==> src/rtl/wport_rr_arbiter.sv <==
// Round-robin owner selection for the shared register-file write port.
// Registered index/enable drive the write-select decoder; gnt is the one-hot acknowledge copy.
module wport_rr_arbiter #(
  parameter int MAX_BURST  = 4,
  parameter int GAP_CYCLES = 1
) (
  input  logic       clk,
  input  logic       rstn,
  input  logic [7:0] req,
  input  logic [7:0] last,
  output logic [2:0] gnt_idx,
  output logic       gnt_en,
  output logic [7:0] gnt,
  output logic       busy
);

  typedef enum logic [1:0] {IDLE, GRANT, GAP} state_t;

  localparam logic [3:0] LAST_BEAT = 4'(MAX_BURST - 1);
  localparam logic [1:0] LAST_GAP  = 2'(GAP_CYCLES - 1);

  state_t     state_q, state_d;
  logic [2:0] ptr_q, ptr_d;
  logic [3:0] beat_cnt_q, beat_cnt_d;
  logic [1:0] gap_cnt_q, gap_cnt_d;
  logic [2:0] idx_d;
  logic       en_d;
  logic       beat;
  logic       rel;
  logic [3:0] pick_idle;
  logic [3:0] pick_next;

  // Returns {found, index} of the first set bit scanning start, start+1, ... mod 8.
  function automatic logic [3:0] rr_pick(input logic [7:0] r, input logic [2:0] start);
    logic [3:0] res;
    logic [2:0] k;
    res = '0;
    for (int i = 7; i >= 0; i--) begin
      k = start + 3'(i);
      if (r[k]) res = {1'b1, k};
    end
    return res;
  endfunction

  assign beat      = gnt_en & req[gnt_idx];
  assign rel       = ~req[gnt_idx] | (beat & last[gnt_idx]) | (beat & (beat_cnt_q == LAST_BEAT));
  assign pick_idle = rr_pick(req, ptr_q);
  // Back-to-back handover never returns the port to the requester that just released it.
  assign pick_next = rr_pick(req & ~(8'b1 << gnt_idx), gnt_idx + 3'd1);

  always_comb begin
    state_d    = state_q;
    ptr_d      = ptr_q;
    beat_cnt_d = beat_cnt_q;
    gap_cnt_d  = gap_cnt_q;
    idx_d      = gnt_idx;
    en_d       = gnt_en;
    case (state_q)
      IDLE: begin
        if (pick_idle[3]) begin
          idx_d      = pick_idle[2:0];
          en_d       = 1'b1;
          state_d    = GRANT;
          beat_cnt_d = '0;
        end
      end
      GRANT: begin
        if (!rel) begin
          if (beat) beat_cnt_d = beat_cnt_q + 4'd1;
        end else begin
          ptr_d      = gnt_idx + 3'd1;
          beat_cnt_d = '0;
          if (GAP_CYCLES != 0) begin
            en_d      = 1'b0;
            state_d   = GAP;
            gap_cnt_d = '0;
          end else if (pick_next[3]) begin
            idx_d = pick_next[2:0];
          end else begin
            en_d    = 1'b0;
            state_d = IDLE;
          end
        end
      end
      GAP: begin
        en_d      = 1'b0;
        gap_cnt_d = gap_cnt_q + 2'd1;
        if (gap_cnt_q == LAST_GAP) state_d = IDLE;
      end
      default: begin
        state_d = IDLE;
        en_d    = 1'b0;
      end
    endcase
  end

  always_ff @(posedge clk) begin
    if (!rstn) begin
      state_q    <= IDLE;
      ptr_q      <= '0;
      beat_cnt_q <= '0;
      gap_cnt_q  <= '0;
      gnt_idx    <= '0;
      gnt_en     <= 1'b0;
      gnt        <= '0;
      busy       <= 1'b0;
    end else begin
      state_q    <= state_d;
      ptr_q      <= ptr_d;
      beat_cnt_q <= beat_cnt_d;
      gap_cnt_q  <= gap_cnt_d;
      gnt_idx    <= idx_d;
      gnt_en     <= en_d;
      gnt        <= en_d ? (8'b1 << idx_d) : 8'b0;
      busy       <= (state_d != IDLE);
    end
  end

endmodule

==> config.mk <==
export PLATFORM = sky130hd
export DESIGN_NAME = wport_rr_arbiter
export DESIGN_NICKNAME = d
export VERILOG_FILES = /design/src/rtl/wport_rr_arbiter.sv
export SDC_FILE = /design/constraint.sdc
export NUM_CORES = 1
export LEC_CHECK = 0
export ABC_CLOCK_PERIOD_IN_PS = 6100
export BUFFER_PORTS_ARGS = -buffer_cell sky130_fd_sc_hd__buf_2
export CAP_MARGIN = 20
export CORE_MARGIN = 3
export CORE_UTILIZATION = 62
export DETAILED_ROUTE_END_ITERATION = 16
export PLACE_DENSITY = 0.86
export SLEW_MARGIN = 40
export SYNTH_ARGS = -nofsm -noshare
export SYNTH_HDL_FRONTEND = slang
export SYNTH_SLANG_ARGS = --single-unit
export TNS_END_PERCENT = 20
==> constraint.sdc <==
create_clock -name clk -period 6.1 [get_ports clk]
set_clock_uncertainty 0.1 [all_clocks]
set_input_delay 0.305 -clock clk [delete_from_list [all_inputs] [get_ports clk]]
set_output_delay 0.305 -clock clk [all_outputs]
set_load 0.1 [all_outputs]
* Word-level counts from Yosys, hierarchy flattened
Cells that the tools add are included.
** Word-level totals
- Register bits after elaboration :: 24
- Input port bits :: 18
- Word-level logic and storage cells :: 92
** Operators by class
- Add/sub/neg operators :: 10
- Order comparisons :: 9
- Equality and inequality tests :: 6
- Shift-type cells :: 1
- Mux-type cells :: 43
- Bitwise operators :: 6
- Reductions and logical operators :: 9
** Operators by type and width (number)
- 4-bit two-way mux :: 11
- 3-bit by 4-bit < comparator with 1-bit output, second input constant :: 9
- 1-bit binary-select mux with 3-bit select :: 10
- 3-bit adder, second input constant :: 4
- 1-bit two-way mux :: 12
- 2-bit two-way mux :: 4
- 4-bit case mux with 2 select lines :: 1
- 1-bit by 3-bit left shift with 8-bit output, first input constant :: 1
- 3-bit by 1-bit adder with 3-bit output, second input constant :: 2
- 3-bit by 2-bit adder with 3-bit output, second input constant :: 2
- 3-bit two-way mux :: 2
- 2-bit case mux with 3 select lines :: 1
- 2-bit AND reduction :: 3
- 2-bit nonzero test :: 3
- 4-bit by 1-bit adder with 4-bit output, second input constant :: 1
- 4-bit by 2-bit == test with 1-bit output, second input constant :: 1
- 2-bit logical NOT :: 2
- 2-bit != test, second input constant :: 2
- 2-bit case mux with 2 select lines :: 1
- 1-bit AND :: 3
- 3-bit != test, second input constant :: 1
- 3-bit AND reduction :: 1
- 2-bit by 1-bit adder with 2-bit output, second input constant :: 1
- 2-bit by 1-bit == test with 1-bit output, second input constant :: 1
- 4 further kinds :: 5

* Logic depth before layout (Yosys ltp)
- Word-level depth :: 14
- Mapped depth :: 13
- Depth with buffers taken out :: 9

* Worst setup path after synthesis
Ideal clock, no wire load.
- Path type :: register -> register
- Start point :: reg ptr_q[1]
- End point :: reg gnt[2]
- Arrival :: 3.285 ns
- Required time :: 5.867 ns
- Setup slack :: 2.582 ns
- Cell stages (with the launch flop) :: 14
- Path buffers :: 4
- Period minus slack after synthesis :: 3.518 ns
- Path through :: dfxtp_1 buf_2 clkbuf_1 inv_1 ha_1 buf_4 buf_6 mux2i_1 mux4_2 a41oi_2 o21ai_1 or4_4 a31oi_1 nor3_1
** On the way
- Cells in the longest elaborated chain, start to end :: 14
- Elaborated cells on any way between the ends :: 37
- Those cells by class :: 7 x add/sub; 1 x shift; 28 x mux; 1 x reduce/logical
** Ends and longest elaborated chain
- from (decl) :: line 23 : logic [2:0] ptr_q, ptr_d;
- from (signal assigned) :: line 109 : ptr_q <= ptr_d;
- 3-bit adder :: line 39 : k = start + 3'(i);
- 1-bit binary-select mux with 3-bit select :: line 40 : if (r[k]) res = {1'b1, k};
- 1-bit two-way mux (not written as such) :: line 40
- 4-bit two-way mux (7 in series) :: line 40
- 4-bit two-way mux (*) :: line 40
- 1-bit two-way mux / 3-bit two-way mux (equally long branches) :: line 60 : if (pick_idle[3]) begin
- 1-bit case mux with 2 select lines / 3-bit two-way mux (equally long branches)
- 2-bit AND reduction (no source line) / 1-bit by 3-bit left shift with 8-bit output (equally long branches)
- to (signal assigned) :: line 114 : gnt <= en_d ? (8'b1 << idx_d) : 8'b0;
- to (decl) :: line 13 : output logic [7:0] gnt,
Mark *: on every way between the ends. The rest lies on a longest branch, timed or not. The select of a mux whose other input is x is not followed.
A chain may end at the register's enable or synchronous reset.

* Worst setup path after layout
- Start point :: reg ptr_q[1]
- End point :: reg gnt[4]
Same word-level chain as after synthesis.

==> reports/results.tsv <==
stage	metric	value	unit
outcome	status	complete, no violations	
pwr	Static Leakage	0.853	nW
clock_network	CTS tree	done	
die	Total Die Area	3990	µm²
route	initial DRC count	92	
route	Vias	1796	
setup_path	crit path max fanout	20	
layout	commonest non-fill, non-tap cell in the layout	buf_2	
route	vias per cell	6.55	
logic_synthesis	Seq/Total Area, Yosys	0.237	
logic_synthesis	flops & latches, synth	24	
logic_synthesis	Post-Syn Area	2020	µm²
place	Placed Cells	271	
pwr	Pwr Total	1.33	mW
clock_network	post-cts gate resize count	0	
die	Die Ht	63.1	µm
timing	worst slew pin tran	800	ps
timing	Tmin final	4240	ps
timing	setup slack after layout	1860	ps
route	Post-DRT Antenna Nets	0	
clock_network	CTS clk-pin slew, worst paths	120	ps
die	initial cell density of the core	0.658	
clock_network	Clock Path Buffers	2	
setup_path	Setup CP Type	register to register	
pwr	Int Pwr	0.585	mW
place	Port Buf Inserts	30	
route	final wirelength	4640	µm
setup_path	Worst Setup End Kind	register	
timing	Final Cycle Share	0.696	
route	DRT Pass-1 Iters	4	
logic_synthesis	cell taking the most area after synthesis	dfxtp_1	
global_routing	GRT overflow	0	
timing	Final Hold Viols	0	
pwr	Net Switching	0.744	mW
logic_synthesis	Cell variety after synth	55	
layout	Final #Nets	255	
clock_network	total CTS buffers	3	
flow_run	max-cap viol count	0	
setup_path	Critical Path RT	6240	ps
timing	unrepaired setup endpoints after global routing	no	
logic_synthesis	area share of the largest cell type after synthesis	0.237	
pwr	Peak VDD IR	334	µV
pwr	part of the power in registers	0.218	
route	routed len/inst	16.9	µm
logic_synthesis	top cells by area, synth	dfxtp_1 24%, mux4_2 17%, mux2i_1 9.4%	
clock_network	CTS Sinks	24	
logic_synthesis	syn_area_per_cell	9.73	µm²
clock_network	root buffer cell	clkbuf_4	
setup_path	Worst EP arrival	4390	ps
pwr	Comb pwr share	0.732	
logic_synthesis	Post-synth EDFFs	0	
layout	layout cell share with drive strength beyond 1	0.287	
clock_network	clk_lat worst skew	310	ps
pwr	Clock power frac	0.050	
setup_path	number of cells on the critical path	9	
place	post-DP HPWL	3390	µm
setup_path	cells on worst reg2reg path	9	
timing	Slew headroom	0.466	
layout	most frequent cells in the layout	30 x buf_2, 23 x dfxtp_1, 21 x nor2_1	
layout	Util after Layout	0.711	
layout	Syn-to-layout area delta	8.16	%
timing	final-report setup violation count	0	
clock_network	CTS H-tree depth	1	
setup_path	Worst setup SP type	register	
logic_synthesis	ys flop type	dfxtp_1	
worst_hold_path	hold_sp	rstn	
setup_path	worst r2r src	ptr_q[1]$_SDFFE_PN0P_	
place	dpl ws	1900	ps
die	Placeable Area	3080	µm²
pwr	Pwr per Cell Area	607	nW/µm²
logic_synthesis	cell count after synthesis	208	
setup_path	crit-path cells	inv_1 > ha_1 > mux4_2 > nor4_4 > a211oi_4 > o311ai_1 > a31o_1 > or3b_1 > nor3b_2	
global_routing	largest net degree at the start of global routing	21	
die	IO Pins	31	
worst_hold_path	worst hold path type	input port to register	
place	GP Congestion	0.892	
worst_hold_path	Hold Path Depth	2	
clock_network	Hold-fix buffers, CTS	0	
die	Rows	20	
worst_hold_path	WHS Endpoint	busy$_SDFF_PN0_	
setup_path	CP max-delay cell	dfxtp_1	
layout	final non-filler cell total	274	
logic_synthesis	Warnings, synthesis	0	
global_routing	initial antenna violation count	0	
setup_path	CP top delay family	simple AND/OR/NAND/NOR gates	
timing	max frequency	0.236	GHz
logic_synthesis	Post-synth ARST share	0	
global_routing	first-pass GRT wire length	7890	µm
die	Die X	63.1	µm
pwr	Sw Ratio	0.560	
setup_path	R2R Setup Slk	1860	ps
timing	Slew Viols, Final	0	
timing	Fin Setup TNS	0	ps
setup_path	Worst Path Buf+Inv	1	
clock_network	setup bufs post-CTS	0	
setup_path	max incr delay on CP	860	ps
route	post-route DRC violation count	0	
logic_synthesis	Mapped Nets	231	
global_routing	vias in the first global route	1707	
setup_path	RR Endpoint	gnt[4]$_SDFF_PN0_	
global_routing	GRT Overall Usage	0.245	
layout	# diodes	0	
layout make-up:
class / count / area (µm²)
flip-flops and latches: 24 / 482
multi-input cells: 163 / 1440
repair buffers: 30 / 150
well taps: 44 / 55.1
inverters: 10 / 37.5
fillers: 248 / 888
clock buffers: 3 / 22.5
logic make-up after synthesis:
family	synth area share
and+or+nand+nor	0.193
AOI/OAI and AO/OA	0.173
muxes	0.285
DFF	0.237
buffers and inverters	0.0501
xor gates and xnor gates	0.0303
adders and majority gates	0.0309
registers in the layout, indices dropped and copies added (netlist names):
name	count
gnt	8
gap_cnt_q	2
state_q	2
busy	1
beat_cnt_q	4
ptr_q	3
gnt_idx	3
gnt_en	1
how the worst max path moves through the flow:
| stage | start | endpoint |
|---|---|---|
| 2_1_floorplan | ptr_q[1]$_SDFFE_PN0P_ | gnt[2]$_SDFF_PP0_ |
| 3_3_place_gp | ptr_q[0]$_SDFFE_PN0P_ | gnt[2]$_SDFF_PP0_ |
| 5_1_grt | ptr_q[1]$_SDFFE_PN0P_ | gnt[2]$_SDFF_PP0_ |
| 3_5_place_dp | ptr_q[0]$_SDFFE_PN0P_ | gnt[4]$_SDFF_PN0_ |
| 4_1_cts | ptr_q[0]$_SDFFE_PN0P_ | gnt[4]$_SDFF_PN0_ |
| 6_report | ptr_q[1]$_SDFFE_PN0P_ | gnt[4]$_SDFF_PN0_ |
per-layer routing:
metal | vias up | global-route usage | routed length, µm
li1 | 837 | - | -
met4 | 0 | 0.0771 | 85
met5 | - | 0 | 0
met3 | 10 | 0.0446 | 376
met1 | 853 | 0.325 | 1890
met2 | 96 | 0.402 | 2290
cells in the mapped netlist (all sizes together) (5+ instances only):
cell,number
clkbuf,5
nand2,13
nand3,7
mux2i,19
ha,5
inv,8
buf,6
nor2,21
o21ai,5
nor3b,6
mux4,15
dfxtp,24
a21oi,11
nor3,5
xor2,5
through the flow:
stage                     instance area (µm²)  hold slack, ps
final                                    2190             115
after global routing                     2190             102
after CTS                                2190             108
after detailed placement                 2170             359
after global placement                   2170             350
after floorplan                          2020             315
power groups by stage:
| stage | clock (mW) | combinational, mW | sequential [mW] |
|---|---|---|---|
| final | 0.0665 | 0.972 | 0.290 |
| after global routing | 0.0748 | 1.04 | 0.301 |
| after CTS | 0.0685 | 0.961 | 0.288 |
| after detailed placement | 0 | 0.957 | 0.292 |
| after global placement | 0 | 0.949 | 0.290 |
| after floorplan | 0 | 0.665 | 0.446 |
(Power assumes the default switching activity.)
